===== src/rtl/cache_perf_pkg.sv =====
// Shared FSM encoding, result-word map and saturating helper for cache_perf_monitor.
// Defining CACHE_PERF_STREAK_EN adds the miss-streak word, which is emitted last.
package cache_perf_pkg;

    typedef enum logic [1:0] {
        ST_IDLE  = 2'd0,
        ST_RUN   = 2'd1,
        ST_DRAIN = 2'd2
    } state_e;

    localparam logic [2:0] IDX_ACC    = 3'd0;
    localparam logic [2:0] IDX_L1     = 3'd1;
    localparam logic [2:0] IDX_L2     = 3'd2;
    localparam logic [2:0] IDX_MEM    = 3'd3;
    localparam logic [2:0] IDX_STREAK = 3'd4;

`ifdef CACHE_PERF_STREAK_EN
    localparam int unsigned NUM_WORDS = 32'd5;
`else
    localparam int unsigned NUM_WORDS = 32'd4;
`endif

    localparam logic [2:0] LAST_IDX = 3'(NUM_WORDS - 32'd1);

    // Callers widen to 64 bits and pass their own all-ones ceiling.
    function automatic logic [63:0] sat_inc(input logic [63:0] val, input logic [63:0] max_val);
        if (val >= max_val) begin
            return val;
        end else begin
            return val + 64'd1;
        end
    endfunction

endpackage


===== src/rtl/cache_perf_if.sv =====
// Access-outcome input and result-stream output of cache_perf_monitor.
// master = the monitor, slave = the producer of accesses / consumer of results.
interface cache_perf_if #(parameter int CNT_W = 32);
    logic             acc_valid;
    logic             l1_hit;
    logic             l2_hit;
    logic             out_valid;
    logic             out_ready;
    logic [2:0]       out_idx;
    logic [CNT_W-1:0] out_data;
    logic             out_last;

    modport master (
        input  acc_valid, l1_hit, l2_hit, out_ready,
        output out_valid, out_idx, out_data, out_last
    );

    modport slave (
        output acc_valid, l1_hit, l2_hit, out_ready,
        input  out_valid, out_idx, out_data, out_last
    );
endinterface


===== src/rtl/cache_perf_monitor_sat_counter.sv =====
// Saturating statistics counter with synchronous clear; clear wins over increment.
// cnt_nxt is the value the register takes at the coming edge.
module sat_counter
    import cache_perf_pkg::*;
#(
    parameter int CNT_W = 32
) (
    input  logic             clk,
    input  logic             rst,
    input  logic             clr,
    input  logic             inc,
    output logic [CNT_W-1:0] cnt_nxt
);

    localparam logic [63:0] MAX_V = 64'({CNT_W{1'b1}});

    logic [CNT_W-1:0] cnt_q;
    logic [CNT_W-1:0] cnt_d;

    // Next-count selection.
    always_comb begin
        cnt_d = cnt_q;
        if (clr) begin
            cnt_d = '0;
        end else if (inc) begin
            cnt_d = CNT_W'(sat_inc(64'(cnt_q), MAX_V));
        end else begin
            cnt_d = cnt_q;
        end
    end

    // Count register.
    always_ff @(posedge clk or negedge rst) begin
        if (!rst) begin
            cnt_q <= '0;
        end else begin
            cnt_q <= cnt_d;
        end
    end

    assign cnt_nxt = cnt_d;

endmodule


===== src/rtl/cache_perf_monitor.sv =====
// Cache statistics window: counts L1/L2/memory outcomes in RUN, then streams them out in DRAIN.
// Optional CACHE_PERF_STREAK_EN adds the longest consecutive-L1-miss run as an extra word.
module cache_perf_monitor #(
    parameter int CNT_W      = 32,
    parameter int WINDOW_LEN = 1024,
    parameter int WIN_W      = 16
) (
    input  logic         clk,
    input  logic         rst,
    input  logic         start,
    input  logic         stop,
    output logic         busy,
    cache_perf_if.master bus
);
    import cache_perf_pkg::*;

    localparam logic             AUTO_CLOSE = (WINDOW_LEN != 32'sd0);
    localparam logic [WIN_W-1:0] WIN_LAST   = WIN_W'(WINDOW_LEN);
    localparam logic [63:0]      MAX_V      = 64'({CNT_W{1'b1}});

    state_e           state_q, state_d;
    logic [2:0]       idx_q, idx_d;
    logic [WIN_W-1:0] win_q, win_d;
    logic             busy_q, busy_d;
    logic             out_valid_q, out_valid_d;
    logic             out_last_q, out_last_d;
    logic [CNT_W-1:0] out_data_q, out_data_d;
    logic             clr_s, cnt_acc_s, close_s;
    logic             inc_l1_s, inc_l2_s, inc_mem_s;
    logic [CNT_W-1:0] n_acc_s, n_l1_s, n_l2_s, n_mem_s, word_s;

    sat_counter #(.CNT_W(CNT_W)) u_acc (.clk(clk), .rst(rst), .clr(clr_s), .inc(cnt_acc_s), .cnt_nxt(n_acc_s));
    sat_counter #(.CNT_W(CNT_W)) u_l1  (.clk(clk), .rst(rst), .clr(clr_s), .inc(inc_l1_s),  .cnt_nxt(n_l1_s));
    sat_counter #(.CNT_W(CNT_W)) u_l2  (.clk(clk), .rst(rst), .clr(clr_s), .inc(inc_l2_s),  .cnt_nxt(n_l2_s));
    sat_counter #(.CNT_W(CNT_W)) u_mem (.clk(clk), .rst(rst), .clr(clr_s), .inc(inc_mem_s), .cnt_nxt(n_mem_s));

    // Access classification and window counting; l1_hit has priority over l2_hit.
    always_comb begin
        cnt_acc_s = (state_q == ST_RUN) && bus.acc_valid;
        inc_l1_s  = cnt_acc_s && bus.l1_hit;
        inc_l2_s  = cnt_acc_s && !bus.l1_hit && bus.l2_hit;
        inc_mem_s = cnt_acc_s && !bus.l1_hit && !bus.l2_hit;
        close_s   = AUTO_CLOSE && cnt_acc_s && ((win_q + WIN_W'(1'b1)) == WIN_LAST);
        if (clr_s) begin
            win_d = '0;
        end else if (cnt_acc_s) begin
            win_d = win_q + WIN_W'(1'b1);
        end else begin
            win_d = win_q;
        end
    end

`ifdef CACHE_PERF_STREAK_EN
    logic [CNT_W-1:0] run_q, run_d, streak_q, streak_d;

    // Current miss run and its maximum; an L1 hit ends the run.
    always_comb begin
        run_d    = run_q;
        streak_d = streak_q;
        if (clr_s) begin
            run_d    = '0;
            streak_d = '0;
        end else if (cnt_acc_s && bus.l1_hit) begin
            run_d = '0;
        end else if (cnt_acc_s) begin
            run_d = CNT_W'(sat_inc(64'(run_q), MAX_V));
            if (run_d > streak_q) begin
                streak_d = run_d;
            end else begin
                streak_d = streak_q;
            end
        end else begin
            run_d = run_q;
        end
    end

    // Streak registers.
    always_ff @(posedge clk or negedge rst) begin
        if (!rst) begin
            run_q    <= '0;
            streak_q <= '0;
        end else begin
            run_q    <= run_d;
            streak_q <= streak_d;
        end
    end
`endif

    // Window FSM; start overrides every state, including an unfinished drain.
    always_comb begin
        state_d = state_q;
        idx_d   = idx_q;
        clr_s   = 1'b0;
        if (start) begin
            state_d = ST_RUN;
            idx_d   = 3'd0;
            clr_s   = 1'b1;
        end else begin
            case (state_q)
                ST_IDLE: state_d = ST_IDLE;
                ST_RUN: begin
                    if (stop || close_s) begin
                        state_d = ST_DRAIN;
                    end else begin
                        state_d = ST_RUN;
                    end
                end
                ST_DRAIN: begin
                    if (bus.out_ready && idx_q == LAST_IDX) begin
                        state_d = ST_IDLE;
                        idx_d   = 3'd0;
                    end else if (bus.out_ready) begin
                        idx_d = idx_q + 3'd1;
                    end else begin
                        idx_d = idx_q;
                    end
                end
                default: state_d = ST_IDLE;
            endcase
        end
    end

    // Result word for the next cycle; counter look-ahead catches the closing access.
    always_comb begin
        case (idx_d)
            IDX_ACC:    word_s = n_acc_s;
            IDX_L1:     word_s = n_l1_s;
            IDX_L2:     word_s = n_l2_s;
            IDX_MEM:    word_s = n_mem_s;
`ifdef CACHE_PERF_STREAK_EN
            IDX_STREAK: word_s = streak_d;
`endif
            default:    word_s = '0;
        endcase
        busy_d      = (state_d == ST_RUN);
        out_valid_d = (state_d == ST_DRAIN);
        out_last_d  = out_valid_d && (idx_d == LAST_IDX);
        if (out_valid_d) begin
            out_data_d = word_s;
        end else begin
            out_data_d = '0;
        end
    end

    // State, window count and registered outputs.
    always_ff @(posedge clk or negedge rst) begin
        if (!rst) begin
            state_q     <= ST_IDLE;
            idx_q       <= 3'd0;
            win_q       <= '0;
            busy_q      <= 1'b0;
            out_valid_q <= 1'b0;
            out_last_q  <= 1'b0;
            out_data_q  <= '0;
        end else begin
            state_q     <= state_d;
            idx_q       <= idx_d;
            win_q       <= win_d;
            busy_q      <= busy_d;
            out_valid_q <= out_valid_d;
            out_last_q  <= out_last_d;
            out_data_q  <= out_data_d;
        end
    end

    assign busy          = busy_q;
    assign bus.out_valid = out_valid_q;
    assign bus.out_idx   = idx_q;
    assign bus.out_data  = out_data_q;
    assign bus.out_last  = out_last_q;

endmodule


===== src/flat_wrapper.sv =====
// flat-port wrapper written by rule: the top's interface ports become plain ports
module cache_perf_monitor_flat import cache_perf_pkg::*;
#(
    parameter int CNT_W      = 32,
    parameter int WINDOW_LEN = 1024,
    parameter int WIN_W      = 16
)
  (clk, rst, start, stop, busy, bus_acc_valid, bus_l1_hit, bus_l2_hit, bus_out_ready, bus_out_valid, bus_out_idx, bus_out_data, bus_out_last);
  cache_perf_if #(.CNT_W(CNT_W)) bus_i ();
  input  logic clk;
  input  logic rst;
  input  logic start;
  input  logic stop;
  output logic busy;
  input wire logic [$bits(bus_i.acc_valid)-1:0] bus_acc_valid;
  input wire logic [$bits(bus_i.l1_hit)-1:0] bus_l1_hit;
  input wire logic [$bits(bus_i.l2_hit)-1:0] bus_l2_hit;
  input wire logic [$bits(bus_i.out_ready)-1:0] bus_out_ready;
  output wire logic [$bits(bus_i.out_valid)-1:0] bus_out_valid;
  output wire logic [$bits(bus_i.out_idx)-1:0] bus_out_idx;
  output wire logic [$bits(bus_i.out_data)-1:0] bus_out_data;
  output wire logic [$bits(bus_i.out_last)-1:0] bus_out_last;
  assign bus_i.acc_valid = bus_acc_valid;
  assign bus_i.l1_hit = bus_l1_hit;
  assign bus_i.l2_hit = bus_l2_hit;
  assign bus_i.out_ready = bus_out_ready;
  assign bus_out_valid = bus_i.out_valid;
  assign bus_out_idx = bus_i.out_idx;
  assign bus_out_data = bus_i.out_data;
  assign bus_out_last = bus_i.out_last;
  cache_perf_monitor #(.CNT_W(CNT_W), .WINDOW_LEN(WINDOW_LEN), .WIN_W(WIN_W)) u_core (.clk(clk), .rst(rst), .start(start), .stop(stop), .busy(busy), .bus(bus_i));
endmodule

===== config.mk =====
export PLATFORM = sky130hd
export DESIGN_NAME = cache_perf_monitor_flat
export DESIGN_NICKNAME = d
export VERILOG_FILES = /design/src/rtl/cache_perf_pkg.sv /design/src/rtl/cache_perf_if.sv /design/src/rtl/cache_perf_monitor_sat_counter.sv /design/src/rtl/cache_perf_monitor.sv /design/src/flat_wrapper.sv
export SDC_FILE = /design/constraint.sdc
export NUM_CORES = 1
export LEC_CHECK = 0
export ABC_AREA = 1
export CELL_PAD_IN_SITES_DETAIL_PLACEMENT = 2
export CELL_PAD_IN_SITES_GLOBAL_PLACEMENT = 2
export CORE_ASPECT_RATIO = 0.7
export CORE_MARGIN = 8
export CORE_UTILIZATION = 31
export CTS_CLUSTER_SIZE = 10
export DETAILED_ROUTE_END_ITERATION = 10
export GPL_TIMING_DRIVEN = 0
export HOLD_SLACK_MARGIN = 0.08
export PLACE_DENSITY_LB_ADDON = 0.05
export RECOVER_POWER = 25
export SYNTH_ARGS = -nofsm -noshare
export SYNTH_HDL_FRONTEND = slang
export SYNTH_SLANG_ARGS = --single-unit
export TNS_END_PERCENT = 30

===== constraint.sdc =====
create_clock -name clk -period 2.2 [get_ports clk]
set_clock_uncertainty 0.2 [all_clocks]
set_input_delay 0.44 -clock clk [delete_from_list [all_inputs] [get_ports clk]]
set_output_delay 0.44 -clock clk [all_outputs]
set_load 0.05 [all_outputs]

==> flow_metrics.py <==
metrics = {
    "timing": {
        "period_needed_ns": 2.83,
        "rsz0062_at_grt": "yes",
        "maxSlewViolCount": 0,
        "hold_viol": 0,
        "fin_crit_sh_pct": 129,
        "max_slew_margin_pct": 2.26,
        "worst_slack_ns": -0.631,
        "setup_viol": 72,
        "worst_pin_slew_ns": 1.47,
        "max_freq_mhz": 353,
    },
    "global_routing": {
        "grt_util_all_layers_pct": 27.1,
        "grt_pass1_vias": 15300,
        "overflow": 0,
        "antenna_found_initial": 3,
        "grt_start_max_net_pins": 99,
        "grt_pass1_wl_mm": 99.1,
    },
    "routing": {
        "wire_per_inst_um": 25.2,
        "postRouteAntennaNets": 0,
        "routed_wl_mm": 68.4,
        "drt_first_pass_iters": 5,
        "vias": 14800,
        "initialDrtViolationCount": 1020,
        "drc_errors": 0,
        "vias_per_cell": 5.45,
    },
    "power_and_ir_drop": {
        "powerDensity_nw_per_um2": 516,
        "power.total_mw": 8.62,
        "max-vdd-ir-drop_uv": 578,
        "leakage_nw": 7.31,
    },
    "placement": {
        "dp_hpwl_mm": 50.6,
        "post-place-ws_ns": -1.72,
        "io_buffers": 44,
        "gp_congestion": 0.890,
    },
    "clock_network": {
        "clock_path_buffers": 2,
        "clk_pin_slew_worst_paths_ns": 0.09,
        "cts_root_buf": "clkbuf_16",
        "htreeDepth": 4,
        "cts.sinks": 184,
        "worst_skew_pair.late_latency_ns": 0.49,
        "cts_tree": "done",
        "cts_made_buffers": 17,
    },
    "yosys": {
        "postSynthAreaPerCell_um2": 6.43,
        "syn_area_um2": 13000,
        "synth-seq-area-share_pct": 35.4,
        "synthDistinctLibCells": 37,
        "synth_top_area_share_pct": 35.4,
        "async_reset_ff_share_pct": 100,
        "synth-edff-count": 0,
        "syn_nets": 2041,
        "ys_ff_latch": 184,
        "yosysMostFrequentCell": "nand2_1",
        "synth_area_leader_cell": "dfrtp_1",
        "ys_top_cells_by_count": "705 x nand2_1, 358 x nor2_1, 208 x nand3_1, 184 x dfrtp_1, 158 x inv_1",
        "yosys_warnings": 0,
        "synth_cells": 2024,
        "synth_ff_type": "dfrtp_1",
        "synth_area_leaders": "dfrtp_1 35%, nand2_1 20%, nor2_1 10%",
    },
    "final_layout": {
        "antennaDiodeCount": 0,
        "syn_to_final_growth_pct": 28.5,
        "nNetsFinal": 2173,
        "drive_gt1_share_pct": 18.8,
    },
    "min_path": {
        "hp-class": "primary input to register",
    },
    "setup_path": {
        "worstPathRequired_ns": 2.38,
        "cp_cell_sequence": "ha_4 -> ha_4 -> inv_2 -> nand2_1 -> nand2_1 -> o211ai_1 -> inv_1 -> nand2_4 -> nor2_4 -> buf_8 -> o2111ai_2 -> nand2_1 -> nor2_1 -> nor3_4",
        "cp.arrival_ns": 3.01,
        "slowest_delay_ns": 0.45,
        "cpMostUsedCell": "nand2_1",
        "start_kind": "register",
        "critPathSlowestCell": "dfrtp_2",
        "path_max_fanout": 6,
        "setup.worst_path.class": "register to register",
        "end_kind": "register",
    },
    "die": {
        "die_x_um": 261,
        "initial_core_util_pct": 31.6,
        "die-area_um2": 48900,
        "die_height_um": 187,
        "core_um2": 41200,
        "rows": 62,
        "io_pins": 46,
    },
    "job": {
        "maxCapViolCount": 0,
    },
    "run_status": {
        "status": "finished, violations left",
        "violations": "setup timing",
    },
}
-- per-stage QoR --
step	instance area [µm²]	hold slack, ns	std cells	utilization [%]	setup TNS, ns
CTS	16000	0.254	2684	38.7	-20.85
detailed placement	14300	0.317	2613	34.7	-178.31
floorplan	13100	-0.0556	2024	-	-1.61
global route	16700	0.291	2713	40.6	-46.73
global placement	14300	0.348	2612	34.6	-1726.58
finish	16700	0.289	2713	40.6	-19.85
-- where the power goes --
| part | internal (mW) | total [mW] | switching [mW] | leakage [nW] |
|---|---|---|---|---|
| registers | 3.52 | 3.72 | 0.198 | 2.48 |
| clock network | 1.54 | 3.33 | 1.79 | 0.290 |
| logic | 0.474 | 1.58 | 1.10 | 4.53 |
| total | 5.53 | 8.62 | 3.09 | 7.31 |
-- registers in the layout, indices dropped and copies added, names as in the netlist --
| name | cells |
|---|---|
| u_core.busy | 1 |
| u_core.bus.out_data | 32 |
| u_core.bus.out_idx | 3 |
| u_core.win_q | 16 |
| u_core.u_l2.cnt_q | 32 |
| u_core.u_l1.cnt_q | 32 |
| u_core.bus.out_last | 1 |
| u_core.state_q | 2 |
| u_core.bus.out_valid | 1 |
| u_core.u_mem.cnt_q | 32 |
| u_core.u_acc.cnt_q | 32 |
-- critical path: cells and delay by family, from the launching register on --
| family | cells | cell delay (ns) |
|---|---|---|
| buffers and inverters | 3 | 0.39 |
| AO/OA/AOI/OAI | 2 | 0.31 |
| adder cells (fa/ha/maj) | 2 | 0.34 |
| flip-flops | 1 | 0.45 |
| AND/OR/NAND/NOR | 7 | 1.03 |
-- logic make-up (layout without fill, tap and decap cells) --
group           after synthesis  after routing  synth area share (%)
simple gates               1432           1432                  47.8
flops                       184            184                  35.4
compound gates              103            103                  4.66
fa+ha+maj                     9              9                 0.865
xor+xnor                     56             56                  3.77
buf+inv                     240            385                  7.55
-- layer usage --
metal  wire length [µm]  track usage [%]
met5                  9                0
met4               1370             7.23
met3               4510             5.55
met2              29000             39.2
met1              33500             40.2
-- cells in the final DEF, fill, tap and decap left out, drive strengths merged, types with 2 or more instances in the layout --
cell type and instances:
nand2 714, nor2 378, nand3 210, dfrtp 184
inv 173, buf 105, o21ai 72, nand4 65
clkbuf 57, nor3 46, xor2 37, dlygate4sd2 36
xnor2 19, o2111ai 19, ha 9, and3 8
nand3b 6, clkinv 6, clkdlybuf4s50 5, o21bai 3
or2 3, a21o 3, a21oi 3, nor3b 2
o22ai 2
-- path summary, 6_finish.rpt --
path,from,to,slack [ns],depth (start not counted)
setup / recovery,u_core.bus.out_idx[0],u_core.bus.out_data[9],-0.63,14
hold / removal,start,u_core.bus.out_idx[0],0.29,4
setup reg to reg,u_core.bus.out_idx[0],u_core.bus.out_data[9],-0.63,14
hold reg to reg,u_core.win_q[15],u_core.win_q[15],0.38,2
max in group asynchronous,rst,u_core.u_acc.cnt_q[2],-0.05,3
min in group asynchronous,rst,u_core.u_l2.cnt_q[26],0.61,2
-- cell type report --
| class | instances | area, µm² |
|---|---|---|
| Fill cell | 4866 | 24500 |
| Multi-Input combinational cell | 1600 | 8390 |
| Sequential cell | 184 | 4630 |
| Timing Repair Buffer | 113 | 1130 |
| Tap cell | 544 | 681 |
| Inverter | 165 | 653 |
| Buffer | 75 | 638 |
| Clock buffer | 17 | 425 |
| Clock inverter | 15 | 164 |
-- what timing repair did --
item / CTS / global route
hold buffers: 1 / 0
pin swaps: 25 / 61
setup endpoints to repair: 219 / 161
gates resized for setup: 244 / 159
hold endpoints to repair: 86 / 0
cloned: 4 / 2
setup buffers: 34 / 30
(Power assumes the default switching activity.)
